File: config.mk
export PLATFORM = sky130hd
export DESIGN_NAME = uart_receiver_controller
export DESIGN_NICKNAME = d
export VERILOG_FILES = /design/src/rtl/uart_receiver_controller.sv
export SDC_FILE = /design/constraint.sdc
export NUM_CORES = 1
export LEC_CHECK = 0
export CORE_MARGIN = 4
export CORE_UTILIZATION = 40
export DETAILED_ROUTE_END_ITERATION = 10
export HOLD_SLACK_MARGIN = 0.15
export PLACE_DENSITY_LB_ADDON = 0.08
export SLEW_MARGIN = 30
export SYNTH_ARGS = -nofsm -noshare
export SYNTH_HDL_FRONTEND = slang
export SYNTH_SLANG_ARGS = --single-unit
File: constraint.sdc
create_clock -name clk -period 1.7 [get_ports clk]
set_input_delay 0.34 -clock clk [delete_from_list [all_inputs] [get_ports clk]]
set_output_delay 0.34 -clock clk [all_outputs]
set_load 0.02 [all_outputs]
File: src/rtl/uart_receiver_controller.sv
// Decodes received UART frames into register-file writes/reads and ALU commands.
// Outputs are Mealy so a strobe appears in the same cycle its frame becomes valid.
module uart_receiver_controller #(
    parameter int unsigned DATA_WIDTH          = 8,
    parameter int unsigned REGISTER_FILE_DEPTH = 16,
    localparam int unsigned AW                 = $clog2(REGISTER_FILE_DEPTH)
) (
    input  logic                  clk,
    input  logic                  reset,
    input  logic                  enable,
    input  logic                  parallel_data_valid_synchronized,
    input  logic [DATA_WIDTH-1:0] parallel_data_synchronized,
    output logic [3:0]            ALU_function,
    output logic                  ALU_enable,
    output logic                  ALU_clk_enable,
    output logic [AW-1:0]         address,
    output logic                  write_enable,
    output logic [DATA_WIDTH-1:0] write_data,
    output logic                  read_enable
);

    localparam logic [DATA_WIDTH-1:0] CmdWrite   = DATA_WIDTH'(8'hAA);
    localparam logic [DATA_WIDTH-1:0] CmdRead    = DATA_WIDTH'(8'hBB);
    localparam logic [DATA_WIDTH-1:0] CmdAluOps  = DATA_WIDTH'(8'hCC);
    localparam logic [DATA_WIDTH-1:0] CmdAluNoOp = DATA_WIDTH'(8'hDD);

    typedef enum logic [2:0] {
        StIdle,
        StWrAddr,
        StWrData,
        StRdAddr,
        StAluA,
        StAluB,
        StAluFunc
    } state_e;

    state_e          state_q, state_d;
    logic [AW-1:0]   addr_q, addr_d;
    logic            valid_prev_q;
    logic            frame_open_q, frame_open_d;
    logic            valid;
    logic            new_frame;
    logic            frame_end;
    logic            frame_active;

    assign valid      = parallel_data_valid_synchronized;
    assign new_frame  = valid & ~valid_prev_q;
    assign frame_end  = ~valid & valid_prev_q;
    // The frame that moved us into a terminal state may still be held; only the next
    // frame (opened by a rising edge inside the state) is acted on and ends the command.
    assign frame_active = valid & (new_frame | frame_open_q);

    assign write_data     = parallel_data_synchronized;
    assign ALU_clk_enable = ALU_enable;

    always_ff @(posedge clk) begin
        if (reset) begin
            state_q      <= StIdle;
            addr_q       <= '0;
            valid_prev_q <= 1'b0;
            frame_open_q <= 1'b0;
        end else begin
            state_q      <= state_d;
            addr_q       <= addr_d;
            valid_prev_q <= valid;
            frame_open_q <= frame_open_d;
        end
    end

    always_comb begin
        state_d      = state_q;
        addr_d       = addr_q;
        frame_open_d = 1'b0;
        write_enable = 1'b0;
        read_enable  = 1'b0;
        ALU_enable   = 1'b0;
        ALU_function = 4'h0;
        address      = '0;

        if (enable && !reset) begin
            case (state_q)
                StIdle: begin
                    if (new_frame) begin
                        case (parallel_data_synchronized)
                            CmdWrite:   state_d = StWrAddr;
                            CmdRead:    state_d = StRdAddr;
                            CmdAluOps:  state_d = StAluA;
                            CmdAluNoOp: state_d = StAluFunc;
                            default:    state_d = StIdle;
                        endcase
                    end
                end
                StWrAddr: begin
                    if (new_frame) begin
                        addr_d  = parallel_data_synchronized[AW-1:0];
                        state_d = StWrData;
                    end
                end
                StWrData: begin
                    frame_open_d = frame_active;
                    if (frame_active) begin
                        write_enable = 1'b1;
                        address      = addr_q;
                    end
                    if (frame_end && frame_open_q) state_d = StIdle;
                end
                StRdAddr: begin
                    frame_open_d = frame_active;
                    if (frame_active) begin
                        read_enable = 1'b1;
                        address     = parallel_data_synchronized[AW-1:0];
                    end
                    if (frame_end && frame_open_q) state_d = StIdle;
                end
                StAluA: begin
                    if (new_frame) begin
                        write_enable = 1'b1;
                        address      = '0;
                        state_d      = StAluB;
                    end
                end
                StAluB: begin
                    if (new_frame) begin
                        write_enable = 1'b1;
                        address      = AW'(1);
                        state_d      = StAluFunc;
                    end
                end
                StAluFunc: begin
                    frame_open_d = frame_active;
                    if (frame_active) begin
                        ALU_enable   = 1'b1;
                        ALU_function = parallel_data_synchronized[3:0];
                    end
                    if (frame_end && frame_open_q) state_d = StIdle;
                end
                default: state_d = StIdle;
            endcase
        end else begin
            state_d = StIdle;
        end
    end

endmodule

==> metrics.txt, run 1 <==
status complete, but fails checks; failing checks negative setup slack; hold bufs inserted after CTS 0; Post-synth ARST share 0%; fillers 97; Mean Syn Cell Area roughly 7.9 um2; Worst EP required 1360 ps; R2R Path End state_q[1]; DR vias 826; initial core utilization approximately 44%; WS Path Type in -> out; vias in the first global route approximately 810; global route total overflow 0; Synth area leaders dfxtp_1 (26%), mux2i_1 (10%), buf_4 (9.7%), nand2_1 (6.0%), nor2_1 (5.4%); clk buf depth 2; Seq/Total Area, Yosys 26.0%; Synth-to-Final Area Change 90.8%; CP endpoint kind primary output; count leader, synth nand2_1; Clk pin slew, worst setup/hold paths around 60 ps; Cells after Synth between 80 and 90; DR DRC count 0; die height 49.6 um; worst vdd ir 0.495 mV; Peak Freq roughly 0.5 GHz; Pins Over Slew Limit 0; core area 0.00158 mm2; Placed Instances 147; initial antenna violation count 0; Cell Area, Synth 693 um2; post-layout instance area 0.00132 mm2; die area roughly 0.0025 mm2; FP Rows 14; Hold Violations, Final 0; Max Cap Viol 0; GP Congestion roughly 0.82; hold path depth 2; global-route usage over all layers 19.7%; critical path arrival 1650 ps; relative slew slack between 70% and 80%; Antenna Cells 0; fin nets about 160; initial drt markers 17; Die X 49.6 um; DRT antenna net count 0; via/cell ratio about 5.2; Internal Power 0.378 mW; clock sink count 9; hold worst-path end addr_q[1]; share of cells above drive strength 1 51.4%; R2R cell count 6; cell taking the most area after synthesis dfxtp_1; crit path max fanout 2; pin count of the biggest net entering global routing 9; Net Switching between 0.15 and 0.2 mW; Layout Cells excl Fill 160; Sw Ratio 28.4%; top cell type's share of synthesized area 26.0%; crit start category input pin; worst slew pin tran 320 ps; Power per Cell Area 399 mW/mm2; Final Cycle Share 117%; Warnings, synthesis 0; placed inst area 0.00113 mm2; setup violators final 12; origin of the critical flop-to-flop path valid_prev_q; min-delay src addr_q[1]; global-route wire length before repair ~3800 um; RSZ-0062 raised after global routing yes; I/O Pins 32; flop-to-flop setup slack around 270 ps; post-synth cell types 29; Syn Nets 100; EDFF count, synth 0; Final Skew 9.21 ps; Comb pwr share 27.6%; top_reg_cell synth dfxtp_1; CTS buffer count 3; Root Driver clkbuf_4; Skew-Pair Late Insertion Delay 260 ps; TritonRoute pass-1 iters 4; slack of the critical path -293 ps; input/output buffers 31; estimated wirelength of the detail-placed design 1680 um; Post-synth top cells nand2_1 (11), nor2_1 (10), buf_4 (9), dfxtp_1 (9), mux2i_1 (7); Clock power frac 31.1%; CTS tree done; Setup WS pre-CTS -967 ps; LEAKAGE around 0.56 nW; WL/cell roughly 16 um; Reg power frac around 41%; Worst Hold Class reg -> reg; #FFs+latches synth 9; H-tree depth 1; Min Clock Period, post-route 1990 ps; Routed WL 2570 um
worst max path at each step:
stage / to / startpoint / cells after the start / slack, ps
floorplan: ALU_function[0] / enable / 4 / 6
global placement: address[2] / enable / 6 / -900
detailed placement: address[1] / enable / 6 / -970
CTS: ALU_function[2] / frame_open_q / 7 / -200
global route: ALU_function[0] / frame_open_q / 7 / -350
finish: ALU_function[2] / enable / 8 / -290
kinds of logic after synthesis:
| family | synth area share [%] |
|---|---|
| xor gates and xnor gates | 1.26 |
| buffers and inverters | 12.3 |
| DFF | 26.0 |
| and+or+nand+nor | 40.1 |
| AOI/OAI and AO/OA | 10.3 |
| muxes | 10.1 |
final cells by class:
type | instances | area, um2 | share of cell area, %
timing repair buffer | 64 | 562 | 42.5
sequential | 9 | 183 | 13.8
multi-input combinational | 66 | 527 | 39.8
clock inverter | 1 | 5.00 | 0.378
inverter | 1 | 3.75 | 0.284
tap | 16 | 20.0 | 1.51
clock buffer | 3 | 22.5 | 1.70
critical path: stages:
cell and delay (ps):
dlygate4sd2_1 220, nor2b_4 170, nand4_1 160, buf_4 190, nor3b_4 190, buf_4 140, and2_4 130, buf_6 110
state kept, by name (all words and copies together) (netlist names):
register,flops
addr_q,4
state_q,3
valid_prev_q,1
frame_open_q,1
power groups by stage:
stage	logic, mW	registers (mW)	clock network (mW)
floorplan	0.0582	0.221	0
global placement	0.133	0.222	0
detailed placement	0.135	0.222	0
CTS	0.132	0.218	0.168
global route	0.154	0.219	0.181
finish	0.145	0.218	0.164
per-stage QoR:
| step | power [mW] | setup TNS (ps) | hold slack (ps) | utilization [%] |
|---|---|---|---|---|
| 2_1_floorplan | 0.280 | 0 | 412 | - |
| 3_3_place_gp | 0.354 | -11140 | 476 | 71.6 |
| 3_5_place_dp | 0.357 | -11980 | 483 | 71.6 |
| 4_1_cts | 0.519 | -1650 | 497 | 79.6 |
| 5_1_grt | 0.554 | -3410 | 536 | 83.9 |
| 6_report | 0.528 | -2820 | 508 | 83.9 |
layout by cell type (no fill, tap or decap), types with 2 or more instances in the layout:
cell type and n:
nor2_4 3, nor4_1 2, nand2b_4 2, nor2_1 7
o31a_1 2, dlygate4sd2_1 9, buf_6 13, dfxtp_1 7
clkdlybuf4s50_1 8, a21oi_2 2, o21ai_0 4, and2_4 4
buf_4 32, nor2b_1 2, mux2i_1 7, a21oi_1 3
dfxtp_2 2, clkbuf_4 3, nand2_1 10
what timing repair did:
item / CTS / global route
cloned: 0 / 0
setup buffers: 8 / 1
setup endpoints to repair: 20 / 14
resized for setup: 97 / 15
pin swaps: 10 / 4
routing by layer:
layer / vias to the layer above / GRT usage (%) / part of all wire (%)
met5: - / 0 / 0
met4: 0 / 2.76 / 0
met3: 0 / 3.61 / 3.5
met2: 23 / 37.9 / 55
met1: 392 / 22.6 / 41
li1: 411 / - / -
(Power assumes the default switching activity.)
==> run 2, diff against run 1 <==
--- a/config.mk
+++ b/config.mk
@@ -9,7 +9,7 @@
 export CORE_UTILIZATION = 40
 export DETAILED_ROUTE_END_ITERATION = 10
 export HOLD_SLACK_MARGIN = 0.15
-export PLACE_DENSITY_LB_ADDON = 0.08
+export PLACE_DENSITY = 0.81
 export SLEW_MARGIN = 30
 export SYNTH_ARGS = -nofsm -noshare
 export SYNTH_HDL_FRONTEND = slang
==> run 2 against run 1 <==
Compared with the run above:
- the run still ends with negative setup slack left
- largest power group unchanged
- first-iteration DRC count up 59%
- critical endpoint is now ALU_function[3]
- global-route usage up 5.7 points
- final cell count increased by 1.3%
- maximum frequency decreased by 1.5%
- via count is 10% higher
- routed wire length rose by 18%
- largest cell class unchanged
- combinational power grew 5%
- register-to-register slack worse by 20 ps
==> metrics.txt, run 2 (synthesis results as in run 1) <==
estimated wirelength of the detail-placed design 2040 um (+22%); DR vias 912 (+10%); worst slew pin tran 402 ps (+81.7 ps); pin count of the biggest net entering global routing 9 (unchanged); Max Cap Viol 0 (unchanged); Antenna Cells 0 (unchanged); clk buf depth 2 (unchanged); max FFs per register 4 (unchanged); CP endpoint kind primary output; Routed WL 3030 um (+18%); slack of the critical path -322 ps (-29.5 ps); FP Rows 14 (unchanged); WL/cell 18.7 um (+17%); Worst Hold Class reg -> reg; WS Path Type in -> out; Die X 49.6 um (unchanged); Root Driver clkbuf_4; Sw Ratio 30.3% (+1.9 points); CP bufs+invs 3 (-1); global route total overflow 0 (unchanged); GP Congestion 0.820 (-0.57%); vias in the first global route 931 (+16%); Synth-to-Final Area Change 89.2%; Power per Cell Area 423 mW/mm2 (+5.8%); share of cells above drive strength 1 50.0% (-1.4 points); Clk pin slew, worst setup/hold paths 80 ps (+20 ps); CP cell instances dlygate4sd2_1 > nor2b_4 > nand4_1 > buf_4 > nor3b_4 > and2_1 > buf_6; TritonRoute pass-1 iters 4 (unchanged); Net Switching 0.168 mW (+12%); global-route wire length before repair 4660 um (+23%); Worst path slowest cell dlygate4sd2_1; Setup TNS Final -3140 ps (-328 ps); initial drt markers 27 (+10); DR DRC count 0 (unchanged); Seq. cell area 183 um2 (unchanged); Internal Power 0.386 mW (+2.1%); most frequent cells in the layout buf_4 (35), buf_6 (12), nand2_1 (10); initial antenna violation count 0 (unchanged); status complete, but fails checks; Max stage delay on crit path 270 ps (+50 ps); H-tree depth 1 (unchanged); CP top delay family simple AND/OR/NAND/NOR gates; Pins Over Slew Limit 0 (unchanged); Min Clock Period, post-route 2020 ps (+29.5 ps); RSZ-0062 raised after global routing yes; Final Skew 4.77 ps (-4.44 ps); clock sink count 9 (unchanged); worst vdd ir 0.394 mV (-20%); input/output buffers 31 (unchanged); most common cell after layout, fill and taps aside buf_4; fin nets 159 (+1.3%); CTS buffer count 3 (unchanged); core area 0.00158 mm2 (unchanged); Hold Violations, Final 0 (unchanged); biggest regs addr_q: 4 flops, state_q: 3 flops; Skew-Pair Late Insertion Delay 270 ps (about the same); area of the multi-input gates 510 um2 (-3.1%); post-layout instance area 0.00131 mm2 (-0.85%); global-route usage over all layers 25.4% (+5.7 points); Worst EP required 1360 ps (about the same); initial core utilization 44.0% (unchanged); setup violators final 13 (+1); Layout Utilization 83.2% (-0.71 points); Reg with most FFs addr_q; via/cell ratio 5.63 (+9.0%); LEAKAGE 0.546 nW (-1.8%); Final Cycle Share 119% (+1.7 points); crit start category input pin; die area 0.00246 mm2 (unchanged); Reg power frac 39.2% (-2.1 points); Peak Freq 0.495 GHz (-1.5%); Final Power 0.554 mW (+4.9%); DRT antenna net count 0 (unchanged); relative slew slack 72.8% (-5.6 points); Comb pwr share 27.5% (about the same); fillers 96 (-1.0%); I/O Pins 32 (unchanged); CTS tree done; Clock power frac 33.3% (+2.2 points); critical path arrival 1680 ps (+30 ps); die height 49.6 um (unchanged); failing checks negative setup slack; crit path max fanout 5 (+3); placed inst area 0.00118 mm2 (+4.7%)
==> run 2: timing repair <==
action,4_1_cts,5_1_grt
hold buffers,0,0
pin swaps,10,3
setup endpoints to repair,20,16
buffers inserted,3,1
resized for setup,91,19
==> run 2: final timing paths <==
check	start	to	slack, ps	depth (start not counted)
worst max-delay path	reset	ALU_function[3]	-320	7
worst min-delay path	addr_q[2]	addr_q[2]	520	2
worst max register to register	valid_prev_q	state_q[1]	250	6
worst min register to register	addr_q[2]	addr_q[2]	520	2
==> run 2: final cells by class <==
type	count	share of cell area [%]
repair buffers	66	43.3
multi-input cells	66	38.9
flip-flops and latches	9	13.9
clock buffers	4	2.00
well taps	16	1.53
inverters	1	0.286
==> run 2: tightest hold or removal path: stages (launching register included) <==
cell	delay [ps]
dfxtp_1	340
mux2i_1	70
nor2_1	70
==> run 2: stage by stage <==
step	hold WS (ps)	std cells	worst slack, ps
2_1_floorplan	412	88	6.24
3_3_place_gp	479	154	-909
3_5_place_dp	500	154	-986
4_1_cts	518	161	-229
5_1_grt	575	162	-415
6_report	518	162	-322
==> run 2: layer usage <==
layer | vias to the layer above | global-route usage [%] | share of wire [%]
li1 | 418 | - | -
met4 | 0 | 12.0 | 5.4
met1 | 435 | 27.5 | 39
met3 | 18 | 6.33 | 4.3
met2 | 41 | 45.6 | 51
met5 | - | 0 | 0
==> run 2: power by group through the flow <==
stage	combinational (mW)	clock [mW]	sequential (mW)
CTS	0.142	0.185	0.217
global placement	0.140	0	0.221
global route	0.161	0.213	0.218
finish	0.152	0.184	0.217
detailed placement	0.144	0	0.221
floorplan	0.0582	0	0.221
